===== src/rtl/rat_int_pkg.sv =====
// Shared definitions for the RAT MCU interrupt controller: register offsets,
// the "no source" ID code and the register-select enum used by the bus decode.
package rat_int_pkg;

  localparam logic [1:0] OFS_MASK = 2'd0;
  localparam logic [1:0] OFS_PEND = 2'd1;
  localparam logic [1:0] OFS_ID   = 2'd2;
  localparam logic [1:0] OFS_MODE = 2'd3;

  localparam logic [7:0] ID_NONE = 8'hFF;

  typedef enum logic [1:0] {
    SelMask = OFS_MASK,
    SelPend = OFS_PEND,
    SelId   = OFS_ID,
    SelMode = OFS_MODE
  } reg_sel_t;

endpackage


===== src/rtl/rat_irq_prio_enc.sv =====
// Fixed-priority encoder: index of the lowest set request bit, or ID_NONE.
module rat_irq_prio_enc
  import rat_int_pkg::*;
#(
  parameter int unsigned NUM_SRC = 8
) (
  input  logic [NUM_SRC-1:0] req_i,
  output logic [7:0]         id_o,
  output logic               valid_o
);

  always_comb begin
    id_o    = ID_NONE;
    valid_o = 1'b0;
    // Ascending scan that latches the first hit gives index 0 top priority.
    for (int unsigned i = 0; i < NUM_SRC; i++) begin
      if (req_i[i] && !valid_o) begin
        id_o    = 8'(i);
        valid_o = 1'b1;
      end
    end
  end

endmodule


===== src/rtl/rat_int_ctrl.sv =====
// Port-mapped interrupt controller: per-source edge/level latching, masking and
// priority encoding onto the single MCU interrupt input.
module rat_int_ctrl
  import rat_int_pkg::*;
#(
  parameter int unsigned NUM_SRC = 8,
  parameter logic [7:0]  BASE_ID = 8'hF0
) (
  input  logic               CLK,
  input  logic               RESET,
  input  logic [NUM_SRC-1:0] IRQ_IN,
  input  logic [7:0]         PORT_ID,
  input  logic [7:0]         OUT_PORT,
  input  logic               IO_STRB,
  output logic [7:0]         RD_DATA,
  output logic               RD_SEL,
  output logic               INT
);

  logic [NUM_SRC-1:0] irq_q;
  logic [NUM_SRC-1:0] mask_q;
  logic [NUM_SRC-1:0] mode_q;
  logic [NUM_SRC-1:0] pend_q;
  logic [NUM_SRC-1:0] pend_d;
  logic [NUM_SRC-1:0] rise;
  logic [NUM_SRC-1:0] w1c;
  logic [NUM_SRC-1:0] active;

  reg_sel_t   sel;
  logic       hit;
  logic       wr_mask;
  logic       wr_pend;
  logic       wr_mode;
  logic [7:0] id;
  logic       id_valid;

  // BASE_ID is 4-aligned, so the upper six bits pick the block.
  assign hit     = (PORT_ID[7:2] == BASE_ID[7:2]);
  assign sel     = reg_sel_t'(PORT_ID[1:0]);
  assign wr_mask = IO_STRB && hit && (sel == SelMask);
  assign wr_pend = IO_STRB && hit && (sel == SelPend);
  assign wr_mode = IO_STRB && hit && (sel == SelMode);

  assign rise   = IRQ_IN & ~irq_q;
  assign w1c    = wr_pend ? OUT_PORT[NUM_SRC-1:0] : '0;
  assign active = pend_q & mask_q;

  // Edge sources: set beats W1C in the same cycle. Level sources track the input.
  always_comb begin
    pend_d = (mode_q & ((pend_q & ~w1c) | rise)) | (~mode_q & IRQ_IN);
  end

  always_ff @(posedge CLK) begin
    // Loaded during reset too, so an input already high at release is not an edge.
    irq_q <= IRQ_IN;
    if (RESET) begin
      mask_q <= '0;
      mode_q <= '1;
      pend_q <= '0;
    end else begin
      pend_q <= pend_d;
      if (wr_mask) mask_q <= OUT_PORT[NUM_SRC-1:0];
      if (wr_mode) mode_q <= OUT_PORT[NUM_SRC-1:0];
    end
  end

  rat_irq_prio_enc #(
    .NUM_SRC (NUM_SRC)
  ) u_prio_enc (
    .req_i   (active),
    .id_o    (id),
    .valid_o (id_valid)
  );

  assign INT    = id_valid;
  assign RD_SEL = hit;

  always_comb begin
    RD_DATA = 8'h00;
    if (hit) begin
      unique case (sel)
        SelMask: RD_DATA[NUM_SRC-1:0] = mask_q;
        SelPend: RD_DATA[NUM_SRC-1:0] = pend_q;
        SelId:   RD_DATA              = id;
        SelMode: RD_DATA[NUM_SRC-1:0] = mode_q;
        default: RD_DATA              = 8'h00;
      endcase
    end
  end

endmodule


===== config.mk =====
export PLATFORM = sky130hd
export DESIGN_NAME = rat_int_ctrl
export DESIGN_NICKNAME = d
export VERILOG_FILES = /design/src/rtl/rat_int_pkg.sv /design/src/rtl/rat_irq_prio_enc.sv /design/src/rtl/rat_int_ctrl.sv
export SDC_FILE = /design/constraint.sdc
export NUM_CORES = 1
export LEC_CHECK = 0
export ABC_AREA = 1
export BUFFER_PORTS_ARGS = -buffer_cell sky130_fd_sc_hd__buf_2
export CORE_ASPECT_RATIO = 0.7
export CORE_UTILIZATION = 52
export CTS_CLUSTER_SIZE = 25
export DETAILED_ROUTE_END_ITERATION = 8
export GPL_TIMING_DRIVEN = 0
export PLACE_DENSITY = 0.78
export SYNTH_ARGS = -nofsm -noshare
export SYNTH_HDL_FRONTEND = slang
export SYNTH_SLANG_ARGS = --single-unit

===== constraint.sdc =====
create_clock -name CLK -period 3.4 [get_ports CLK]
set_clock_uncertainty 0.05 [all_clocks]
set_input_delay 0.34 -clock CLK [delete_from_list [all_inputs] [get_ports CLK]]
set_output_delay 0.34 -clock CLK [all_outputs]
set_load 0.02 [all_outputs]

## After elaboration in Yosys (flattened, before gate mapping)

Index checks and enable logic that the tools add are counted.

| operators by class | value |
|---|---|
| bitwise operators | 10 |
| eq/ne operators | 4 |
| multiplexer cells | 19 |
| reductions and logical operators | 19 |

Operator list:

| operator | count |
|---|---|
| $mux W8 | 10 |
| $and A8 B8 Y8 | 5 |
| $pmux W8 S4 | 1 |
| $not A8 Y8 | 3 |
| $or A8 B8 Y8 | 2 |
| $logic_and A1 B1 Y1 | 11 |
| $mux W1 | 8 |
| $logic_not A1 Y1 | 7 |
| $eq A6 B6 Y1 const B | 1 |
| $eq A2 B2 Y1 const B | 2 |
| $eq A2 B1 Y1 const B | 1 |
| $logic_not A2 Y1 | 1 |

| word-level totals | value |
|---|---|
| register bits after elaboration | 32 |
| output and inout bits | 10 |
| logic and storage cells | 56 |
| input port bits | 27 |

## Depth between registers and ports, before layout

Gate-level depths: netlist of run 1.

| logic depth | value |
|---|---|
| depth after elaboration | 25 |
| depth in mapped cells | 7 |

## Cells and area by module

From an unflattened synthesis of run 1, not the netlist that was laid out.

| unflattened totals | value |
|---|---|
| cell total of the unflattened synthesis | 225 |
| area total of the unflattened synthesis | 1652.8 um2 |

By module, submodules not included:

| module | area an instance (um2) | seq. area each (um2) | times used | cells each |
|---|---|---|---|---|
| rat_int_ctrl | 1511.4 | 640.6 | 1 | 200 |
| rat_irq_prio_enc | 141.4 | 0.0 | 1 | 25 |

## Worst setup path after synthesis of run 1

OpenSTA, ideal clock, no wires.

| timing | value |
|---|---|
| kind | input to output |
| start | input PORT_ID[3] |
| end | output RD_DATA[1] |
| required time | 3010 ps |
| path slack | 1538 ps |
| data arrival time | 1472 ps |
| cell stages on the path | 5 |
| path buffers | 0 |
| cell sequence | nor2_1 > nand2_2 > inv_1 > o21ai_0 > a31oi_1 |

| between the ends | value |
|---|---|
| word-level cells in the longest chain between the ends | 2 |

Ends and longest elaborated chain:

| element | line | text |
|---|---|---|
| start, declared | rat_int_ctrl.sv:12 | `input logic [7:0] PORT_ID,` |
| $eq A6 B6 Y1 | rat_int_ctrl.sv:38 | `assign hit = (PORT_ID[7:2] == BASE_ID[7:2]);` |
| net RD_SEL | rat_int_ctrl.sv:16 | `output logic RD_SEL,` |
| $mux W8 | rat_int_ctrl.sv:80 | `if (hit) begin` |
| end, declared | rat_int_ctrl.sv:15 | `output logic [7:0] RD_DATA,` |

The timed path passes the listed nets, and every way through them passes these cells.

## Worst setup path in the final report of run 1

| timing | value |
|---|---|
| start | register mask_q[1] |
| end | output RD_DATA[3] |

| between the ends | value |
|---|---|
| word-level cells in the longest chain between the ends | 23 |
| elaborated cells between the ends (all ways) | 29 |
| classes of those cells | 15 x mux; 1 x bitwise; 13 x reduce/logical |

Ends and longest elaborated chain:

| element | line | text |
|---|---|---|
| start, declared | rat_int_ctrl.sv:21 | `logic [NUM_SRC-1:0] mask_q;` |
| start signal, assigned | rat_int_ctrl.sv:62 | `if (wr_mask) mask_q <= OUT_PORT[NUM_SRC-1:0];` |
| $and A8 B8 Y8 (*) | rat_int_ctrl.sv:46 | `assign active = pend_q & mask_q;` |
| $logic_and A1 B1 Y1 (*) | rat_irq_prio_enc.sv:17 | `if (req_i[i] && !valid_o) begin` |
| $mux W1 | rat_irq_prio_enc.sv:17 |  |
| $logic_not A1 Y1 | rat_irq_prio_enc.sv:17 |  |
| $logic_and A1 B1 Y1 | rat_irq_prio_enc.sv:17 |  |
| $mux W1 | rat_irq_prio_enc.sv:17 |  |
| $logic_not A1 Y1 | rat_irq_prio_enc.sv:17 |  |
| $logic_and A1 B1 Y1 | rat_irq_prio_enc.sv:17 |  |
| [7 not listed] | n/a |  |
| $logic_not A1 Y1 | rat_irq_prio_enc.sv:17 |  |
| $logic_and A1 B1 Y1 | rat_irq_prio_enc.sv:17 |  |
| $mux W1 | rat_irq_prio_enc.sv:17 |  |
| $logic_not A1 Y1 | rat_irq_prio_enc.sv:17 |  |
| $logic_and A1 B1 Y1 | rat_irq_prio_enc.sv:17 |  |
| $mux W8 (*) | rat_irq_prio_enc.sv:17 |  |
| $pmux W8 S4 (*) | rat_int_ctrl.sv:81 | `unique case (sel)` |
| $mux W8 (*) | rat_int_ctrl.sv:80 |  |

Every way passes the cells marked *; elsewhere a longest branch is shown, timed or not.

==> flow_summary.json, run 1 <==
{
  "status": "finished, final reports clean",
  "fin_nets": 285,
  "ys_types": 24,
  "worstSetupPathType": "flip-flop to output port",
  "cts_max_level": 2,
  "drc": 0,
  "grt_pass1_vias": 1303,
  "synth_warnings": 0,
  "gp_congestion": 0.905,
  "period_share_pct": 63.7,
  "p_leak_nw": 0.938,
  "drive_above_1_share_pct": 23.6,
  "cts_setup_buffers": 0,
  "drv_slew": 0,
  "fillCellCount": 238,
  "routedWlPerCell_um": 13.4,
  "viasPerCell": 5.35,
  "numClockSinks": 32,
  "grt_pass1_wl_um": 6120,
  "required_ns": 3.01,
  "slew-limit-headroom_pct": 62.9,
  "most-common-layout-cells": "nand2_1, buf_2, dfxtp_1",
  "clockBufferDepth": 2,
  "overflow": 0,
  "fp.dieArea_um2": 3210,
  "insertion_delay_ns": 0.29,
  "ys_seq_elements": 32,
  "rsz0062_at_grt": "no",
  "power_density_nw_per_um2": 460,
  "io_pins": 37,
  "finalCriticalPeriod_ns": 2.17,
  "max_freq_mhz": 462,
  "root_buffer": "clkbuf_8",
  "hp-class": "input port to flip-flop",
  "rows": 16,
  "grt_max_degree": 11,
  "antenna_found_initial": 0,
  "cts_resized": 0,
  "cts_made_buffers": 5,
  "first_iter_violations": 142,
  "setup_tns_ns": 0,
  "vias": 1578,
  "cap_violations": 0,
  "dp_hpwl_um": 2710,
  "dieWidth_um": 67.3,
  "antenna_left": 0,
  "syn2layout_area_growth_pct": 22.7,
  "synthesis.area_um2": 1550,
  "initial_core_util_pct": 55.0,
  "finalHoldViolCount": 0,
  "avgSynthCellArea_um2": 7.22,
  "holdBufCountCts": 0,
  "grtUsageTotal_pct": 27.0,
  "numPortBuffers": 36,
  "path_clk_slew_ns": 0.07,
  "r2r_slack_ns": 2.54,
  "startpoint_type": "flip-flop",
  "drt_first_pass_iters": 7,
  "end_kind": "output port",
  "antenna_cells": 0,
  "wl_um": 3950,
  "tightest_slew_ns": 0.556,
  "core_area_um2": 2820,
  "die_y_um": 47.7,
  "syn-num-nets": 242,
  "netlist_instances": 215,
  "max-vdd-ir-drop_v": 0.000359,
  "arrival_ns": 1.78,
  "utilization_pct": 67.4,
  "yosysSeqAreaShare_pct": 41.3,
  "final_common_cell": "nand2_1",
  "worstPathMaxFanout": 5,
  "cts_tree": "yes",
  "setup_viol": 0
}
==> per-layer routing <==
metal,up-vias,track usage (%),share of wire [%]
li1,801,-,-
met1,695,36.8,48
met2,73,42.4,42
met3,9,6.43,8.5
met4,0,8.94,1.3
met5,-,0,0
==> Yosys cell counts (all sizes together) <==
master | n | area [um^2]
o21bai | 8 | 60.1
nor2 | 20 | 97.6
a21oi | 28 | 148
o21ai | 20 | 108
nand3 | 13 | 65.1
a211oi | 1 | 7.51
o211ai | 4 | 30.0
nand4 | 2 | 27.5
inv | 24 | 90.1
a31oi | 2 | 12.5
clkbuf | 2 | 11.3
nor3 | 1 | 16.3
nand2 | 55 | 216
buf | 3 | 21.3
dfxtp | 32 | 641
==> layout make-up <==
| class | count | area [um^2] | share of cell area (%) |
|---|---|---|---|
| Timing Repair Buffer | 36 | 180 | 9.47 |
| Multi-Input combinational cell | 154 | 788 | 41.4 |
| Tap cell | 36 | 45.0 | 2.37 |
| Clock buffer | 7 | 96.3 | 5.06 |
| Clock inverter | 1 | 30.0 | 1.58 |
| Inverter | 24 | 90.1 | 4.73 |
| Sequential cell | 32 | 641 | 33.7 |
| Buffer | 5 | 32.5 | 1.71 |
==> where the power goes <==
part | switching [W] | internal, W
registers | 0.00000740 | 0.000387
logic | 0.0000472 | 0.0000329
clock network | 0.000143 | 0.000258
==> cell families (layout without fill, tap and decap cells) <==
group,Yosys count,count (layout),synth area share [%]
flops,32,32,41.3
simple gates,91,91,27.3
compound gates,63,63,23.5
buf+inv,29,73,7.90
==> metrics by stage <==
step                area, um^2  total power, W  hold slack (ns)  setup WS [ns]  instances
detailed placement        1780        0.000481            0.408           1.45        287
global placement          1780        0.000480            0.406           1.47        287
CTS                       1900        0.000871            0.116           1.26        295
finish                    1900        0.000875            0.108           1.23        295
global route              1900        0.000903            0.108           1.11        295
floorplan                 1550        0.000447            0.318           1.54        215
==> path summary, 6_finish.rpt <==
path	start	end	cells after the start
worst max register to register	pend_q[2]	pend_q[2]	3
worst min-delay path	IRQ_IN[4]	irq_q[4]	1
worst max-delay path	mask_q[1]	RD_DATA[3]	8
worst min register to register	mask_q[3]	mask_q[3]	2
==> critical path, cell delays in order, from the launching register on <==
cell     delay, ns
dfxtp_1       0.33
nand2_1       0.10
nand2_1       0.08
nor2_2        0.18
nand4_1       0.15
nor2_2        0.27
nor2_1        0.08
nor2_1        0.12
buf_2         0.18
==> flip-flops by register name, summed over array words and instances, names as in the netlist <==
register,flops
mode_q,8
pend_q,8
mask_q,8
irq_q,8
No activity file was read; power rests on OpenSTA's default activity.
==> run 2: changes to the inputs <==
==> constraint.sdc (replaced) <==
create_clock -name CLK -period 2.2 [get_ports CLK]
set_clock_uncertainty 0.05 [all_clocks]
set_input_delay 0.22 -clock CLK [delete_from_list [all_inputs] [get_ports CLK]]
set_output_delay 0.22 -clock CLK [all_outputs]
set_load 0.02 [all_outputs]
==> flow_summary.json, run 2 (same netlist as run 1, synthesis figures left out) <==
{
  "worstPathMaxFanout": 5,
  "status": "finished, final reports clean",
  "dieWidth_um": 67.3,
  "drv_slew": 0,
  "fp.dieArea_um2": 3210,
  "final_common_cell": "nand2_1",
  "p_leak_nw": 0.971,
  "setup_viol": 0,
  "finalCriticalPeriod_ns": 2.04,
  "gp_congestion": 0.905,
  "cts_resized": 0,
  "numClockSinks": 32,
  "first_iter_violations": 125,
  "ff_latch_area_um2": 641,
  "rows": 16,
  "wl_um": 4070,
  "grtUsageTotal_pct": 27.7,
  "cts_made_buffers": 5,
  "r2r_cells": 3,
  "fin_nets": 293,
  "worstSetupEndpoint": "RD_DATA[3]",
  "overflow": 0,
  "slew-limit-headroom_pct": 62.6,
  "drc": 0,
  "io_pins": 37,
  "grt_max_degree": 11,
  "viasPerCell": 5.36,
  "setup_tns_ns": 0,
  "most-common-layout-cells": "nand2_1, buf_2, dfxtp_1",
  "multiInputGateArea_um2": 788,
  "required_ns": 1.93,
  "antenna_found_initial": 0,
  "power_density_nw_per_um2": 687,
  "insertion_delay_ns": 0.29,
  "cts_max_level": 2,
  "cap_violations": 0,
  "antenna_cells": 0,
  "cts_tree": "yes",
  "drive_above_1_share_pct": 22.8,
  "hp-start": "OUT_PORT[1]",
  "vias": 1624,
  "dp_hpwl_um": 2710,
  "holdBufCountCts": 7,
  "max-vdd-ir-drop_v": 0.000551,
  "core_area_um2": 2820,
  "cts_setup_buffers": 0,
  "path_clk_slew_ns": 0.07,
  "hp-class": "input port to flip-flop",
  "routedWlPerCell_um": 13.4,
  "utilization_pct": 70.3,
  "tightest_slew_ns": 0.562,
  "numPortBuffers": 36,
  "root_buffer": "clkbuf_8",
  "finalHoldViolCount": 0,
  "initial_core_util_pct": 55.0,
  "grt_pass1_wl_um": 6300,
  "end_kind": "output port",
  "startpoint_type": "flip-flop",
  "antenna_left": 0,
  "max_freq_mhz": 491,
  "arrival_ns": 1.77,
  "clockBufferDepth": 2,
  "drt_first_pass_iters": 4,
  "critical_path.startpoint": "mask_q[1]",
  "r2r-end": "pend_q[2]",
  "grt_pass1_vias": 1352,
  "r2r_slack_ns": 1.35,
  "syn2layout_area_growth_pct": 27.8,
  "die_y_um": 47.7,
  "fillCellCount": 229,
  "worstSetupPathType": "flip-flop to output port",
  "period_share_pct": 92.5,
  "rsz0062_at_grt": "no",
  "timing.rr.start": "mode_q[2]"
}
## run 2: how the worst min path moves through the flow
stage | end | slack [ns] | depth (start not counted)
floorplan | irq_q[0] | 0.20 | 0
global placement | irq_q[0] | 0.29 | 1
detailed placement | irq_q[5] | 0.29 | 1
CTS | irq_q[3] | 0.001 | 1
global route | mode_q[0] | 0.13 | 3
finish | mode_q[1] | 0.12 | 3
## run 2: per-layer routing
metal | global-route usage (%) | wire [um]
met4 | 9.79 | 51
met3 | 6.90 | 322
met2 | 44.0 | 1740
met1 | 37.1 | 1950
met5 | 0 | 0
## run 2: cell type report
| cell class | count | share of cell area [%] |
|---|---|---|
| plain buffers | 5 | 1.64 |
| clock buffers | 7 | 4.86 |
| clock inverters | 1 | 1.51 |
| inverters | 24 | 4.54 |
| multi-input cells | 154 | 39.7 |
| flip-flops and latches | 32 | 32.3 |
| well taps | 36 | 2.27 |
| repair buffers | 44 | 13.1 |
## run 2: where the power goes
part | internal [W] | leakage [nW] | total, W | switching [W]
sequential | 0.000598 | 0.263 | 0.000609 | 0.0000113
combinational | 0.0000601 | 0.644 | 0.000135 | 0.0000753
clock | 0.000399 | 0.0645 | 0.000618 | 0.000219
## run 2: worst max-delay path, cell delays in order (launching register included)
cell and delay [ns]:
dfxtp_1 0.33, nand2_1 0.09, nand2_1 0.08, nor2_2 0.18
nand4_1 0.15, nor2_2 0.27, nor2_1 0.07, nor2_1 0.12
buf_2 0.18
## run 2: stage by stage
stage,setup WS [ns],cells,hold slack (ns),total power [W],instance area (um^2)
2_1_floorplan,0.477,215,0.198,0.000691,1550
3_3_place_gp,0.497,287,0.286,0.000741,1780
3_5_place_dp,0.492,287,0.288,0.000744,1780
4_1_cts,0.183,302,0.00111,0.00136,1970
5_1_grt,0.0310,303,0.133,0.00141,1980
6_report,0.164,303,0.116,0.00136,1980
